File: src/rtl/alu_operand_stage.sv
// Issue stage ahead of the ALU: register file, shift-carry flag, and a one-entry
// operand register with write-back bypass at read time and while stalled.
module alu_operand_stage #(
  parameter int unsigned A  = 3,
  parameter int unsigned D  = 8,
  parameter int unsigned RA = 3
) (
  input  logic          clk,
  input  logic          reset,
  input  logic          in_valid,
  output logic          in_ready,
  input  logic [A:0]    in_cmd,
  input  logic [RA-1:0] in_ra,
  input  logic [RA-1:0] in_rb,
  input  logic [RA-1:0] in_rd,
  input  logic          in_wen,
  input  logic          flush,
  output logic          out_valid,
  input  logic          out_ready,
  output logic [A:0]    alu_cmd,
  output logic [D-1:0]  inA,
  output logic [D-1:0]  inB,
  output logic          sc_i,
  output logic [RA-1:0] rd_q,
  output logic          wen_q,
  input  logic          wb_en,
  input  logic [RA-1:0] wb_addr,
  input  logic [D-1:0]  wb_data,
  input  logic          wb_sc_en,
  input  logic          wb_sc
);

  localparam int unsigned NREG = 2 ** RA;

  logic [D-1:0]  regs [NREG];
  logic          sc_flag;
  logic [RA-1:0] ra_q;
  logic [RA-1:0] rb_q;

  logic          accept;
  logic          hold;
  logic [D-1:0]  rd_a;
  logic [D-1:0]  rd_b;
  logic          rd_sc;

  assign in_ready = !flush && (!out_valid || out_ready);
  assign accept   = in_valid && in_ready;
  assign hold     = out_valid && !out_ready && !flush;

  // Write-first read: a same-cycle write-back wins over the stored value
  always_comb begin
    rd_a  = regs[in_ra];
    rd_b  = regs[in_rb];
    rd_sc = sc_flag;
    if (wb_en && (wb_addr == in_ra)) rd_a = wb_data;
    if (wb_en && (wb_addr == in_rb)) rd_b = wb_data;
    if (wb_sc_en)                    rd_sc = wb_sc;
  end

  // Register file and flag: written independently of handshake, flush and stall
  always_ff @(posedge clk or posedge reset) begin
    if (reset) begin
      for (int unsigned i = 0; i < NREG; i++) regs[i] <= '0;
      sc_flag <= 1'b0;
    end else begin
      if (wb_en)    regs[wb_addr] <= wb_data;
      if (wb_sc_en) sc_flag       <= wb_sc;
    end
  end

  // Held op: load on accept, refresh stalled operands from write-back
  always_ff @(posedge clk or posedge reset) begin
    if (reset) begin
      out_valid <= 1'b0;
      alu_cmd   <= '0;
      inA       <= '0;
      inB       <= '0;
      sc_i      <= 1'b0;
      rd_q      <= '0;
      wen_q     <= 1'b0;
      ra_q      <= '0;
      rb_q      <= '0;
    end else begin
      if (flush)          out_valid <= 1'b0;
      else if (accept)    out_valid <= 1'b1;
      else if (out_ready) out_valid <= 1'b0;

      if (accept) begin
        alu_cmd <= in_cmd;
        rd_q    <= in_rd;
        wen_q   <= in_wen;
        ra_q    <= in_ra;
        rb_q    <= in_rb;
        inA     <= rd_a;
        inB     <= rd_b;
        sc_i    <= rd_sc;
      end else if (hold) begin
        if (wb_en && (wb_addr == ra_q)) inA  <= wb_data;
        if (wb_en && (wb_addr == rb_q)) inB  <= wb_data;
        if (wb_sc_en)                   sc_i <= wb_sc;
      end
    end
  end

endmodule

File: config.mk
export PLATFORM = sky130hd
export DESIGN_NAME = alu_operand_stage
export DESIGN_NICKNAME = d
export VERILOG_FILES = /design/src/rtl/alu_operand_stage.sv
export SDC_FILE = /design/constraint.sdc
export NUM_CORES = 1
export LEC_CHECK = 0
export ABC_CLOCK_PERIOD_IN_PS = 3730
export CORE_AREA = 2 2 102 154
export CTS_BUF_LIST = sky130_fd_sc_hd__clkbuf_8 sky130_fd_sc_hd__clkbuf_16
export DETAILED_ROUTE_END_ITERATION = 8
export DIE_AREA = 0 0 104 156
export SLEW_MARGIN = 0
export SYNTH_ARGS = -nofsm -noshare
export SYNTH_HDL_FRONTEND = slang
export SYNTH_SLANG_ARGS = --single-unit
File: constraint.sdc
create_clock -name clk -period 3.73 [get_ports clk]
set_input_delay 0.5595 -clock clk [delete_from_list [all_inputs] [get_ports clk]]
set_output_delay 0.5595 -clock clk [all_outputs]
set_load 0.01 [all_outputs]
==> reports/qor.txt <==
grt met2 use - 27.1%
grt ovf - 0
hold_buf cts - 0
Hold Violations, Final - 0
CTS tree - yes
via-per-instance ratio - 5.16
final setup skew - 0.00616 ns
area grow syn2layout - 22.3%
slack of the critical path - 1.23 ns
layout cell share with drive strength beyond 1 - 36.5%
post-synth top area share - 47.5%
Root Buffer - clkbuf_16
postcts setup bufs - 0
Post-CTS Resized - 0
largest net degree at the start of global routing - 54
CP max FO - 12
P_int - 2.34 mW
Final setup viols - 0
CP max stage delay - 0.74 ns
final design utilization - 42.1%
vias in the first global route - 3359
Remaining DRCs - 0
CP delay by family, top - buffers and inverters
Detailed Route WL - 12200 um
Max Freq - 0.401 GHz
P per Cell Area - 511 nW/um^2
cell area after placement - 5920 um^2
Clock Latency Late Sink - 0.35 ns
CTS Buf Count - 9
Detail Route Antenna Nets - 0
Cell Count, Final, Fillers Out - 602
Placed Cells incl. Taps - 586
initial antenna violation count - 0
Global Route met1 Usage - 19.9%
switch share - 26.7%
# IOs - 60
Pwr Total - 3.20 mW
Post-Syn Area per Cell - 15.1 um^2
Final Max Tran Viols - 0
Buf/Inv on CP - 2
NetSw - 0.853 mW
routed via count - 3109
Max Cap Viol - 0
LEAKAGE - 2.56 nW
initial core utilization - 34.4%
Crit path arrival time - 2.71 ns
H-tree lvl count - 3
min Tclk post-route - 2.50 ns
CP Launch Type - input pin
number of I/O port buffers - 59
Post-Syn Area - 5110 um^2
fin nets - 431
GPL Wtd Cong - 0.728
count of cell types in the netlist - 27
die width - 104 um
tightest slew margin relative to the limit - 36.4%
crit-path cells - clkdlybuf4s50_1 > buf_4 > mux4_1 > mux2_2 > mux2i_1 > o21ai_1
Die Y - 156 um
worst endpoint required time - 3.95 ns
clk slew on worst S/H paths - 0.07 ns
worst hold path class - reg2reg
Core Rows - 55
post-synth net total - 371
CTS max path bufs - 2
sequential fraction of the synthesis area - 47.5%
commonest non-fill, non-tap cell in the layout - dfrtp_1
Yosys reg bits - 97
WL/cell - 20.3 um
critical path class - in2reg
worst hold slack - 0.487 ns
die area - 16200 um^2
status - complete, no violations
first-pass GRT wire length - 19400 um
Synth Warn # - 0
slew at the pin with the worst max-slew slack - 0.954 ns
Peak VDD IR - 0.244 mV
number of inserted diodes - 0
overall fraction of global-route tracks in use - 15.7%
commonest cells after routing, fill and taps aside - dfrtp_1, mux2_2, clkdlybuf4s50_1, mux4_1
HPWL Detailed - 8100 um
clock sinks - 97
post-placement setup slack - 0.829 ns
sequential share of power - 44.4%
top post-synthesis cells by area - dfrtp_1, mux2_2, mux4_1
met3 usage in global routing - 3.01%
Total Neg Setup Slack - 0 ns
GRT busiest layer - met2
first-pass detailed-route iteration total - 4
core area - 14900 um^2
Crit. End Element - flop
RSZ-0062 raised after global routing - false
Slowest cell on crit path - clkdlybuf4s50_1
clock power share - 32.4%
synthesized instance count - 338
area leader, netlist - dfrtp_1
crit share post-route - 66.9%
post-route cell area - 6250 um^2
DR iter-0 viols - 143
combinational group share of total power - 23.1%
==> cells in the mapped netlist <==
| library cell | n |
|---|---|
| a21o_1 | 2 |
| a41oi_4 | 2 |
| and3b_1 | 1 |
| buf_1 | 8 |
| buf_12 | 2 |
| buf_2 | 11 |
| buf_6 | 2 |
| clkbuf_2 | 2 |
| dfrtp_1 | 97 |
| inv_1 | 2 |
| mux2_2 | 95 |
| mux2i_1 | 18 |
| mux4_1 | 20 |
| mux4_2 | 12 |
| nand2_1 | 18 |
| nand2b_1 | 2 |
| nand3b_2 | 1 |
| nand4_1 | 3 |
| nand4b_1 | 3 |
| nor2_1 | 3 |
| nor2b_1 | 1 |
| nor3_2 | 2 |
| nor3b_2 | 2 |
| o21ai_0 | 1 |
| o21ai_1 | 16 |
| xnor2_1 | 11 |
| xnor2_2 | 1 |
==> power by group through the flow <==
stage | sequential (mW) | combinational, mW | clock [mW]
final | 1.42 | 0.739 | 1.04
after global routing | 1.45 | 0.803 | 1.11
after CTS | 1.42 | 0.751 | 1.07
after detailed placement | 1.44 | 0.748 | 0
after global placement | 1.43 | 0.733 | 0
after floorplan | 1.40 | 0.503 | 0
==> layer usage <==
| metal | part of all wire, % | vias up |
|---|---|---|
| met4 | 1.4 | 0 |
| met2 | 52 | 68 |
| met3 | 3.6 | 11 |
| met5 | 0 | - |
| li1 | - | 1409 |
| met1 | 43 | 1621 |
==> logic make-up after synthesis <==
kind of cell    share of synthesized area, %
mux                                     40.0
buf+inv                                 3.23
simple gates                            4.06
xor+xnor                                2.20
compound gates                          3.03
flops                                   47.5
==> registers in the layout, indices dropped and copies added, names as in the netlist <==
signal	count
sc_flag	1
ra_q	3
regs	64
alu_cmd	4
inA	8
wen_q	1
sc_i	1
rb_q	3
rd_q	3
inB	8
out_valid	1
==> worst paths after layout <==
path	startpoint	endpoint	slack [ns]	cells after the start
setup / recovery	in_rb[0]	inB[7]	1.23	6
hold / removal	inB[1]	inB[1]	0.49	2
setup reg to reg	out_valid	inA[5]	1.85	6
hold reg to reg	inB[1]	inB[1]	0.49	2
max in group asynchronous	reset	regs[57]	2.19	3
min in group asynchronous	reset	regs[45]	0.72	2
==> worst reg2reg max path, cell delays in order, from the launching register on <==
cell and delay (ns):
dfrtp_1 0.41, nand2b_1 0.13, nand3b_2 0.08, buf_4 0.22, a41oi_4 0.51, mux2i_1 0.31
o21ai_1 0.08
==> cell type report <==
cell class	count	area, um^2
clock buffers	9	225
clock inverters	7	106
fillers	1399	8610
inverters	2	8.76
multi-input cells	214	2520
flip-flops and latches	97	2430
well taps	199	249
repair buffers	74	716
Power figures use the tool's default switching activity.
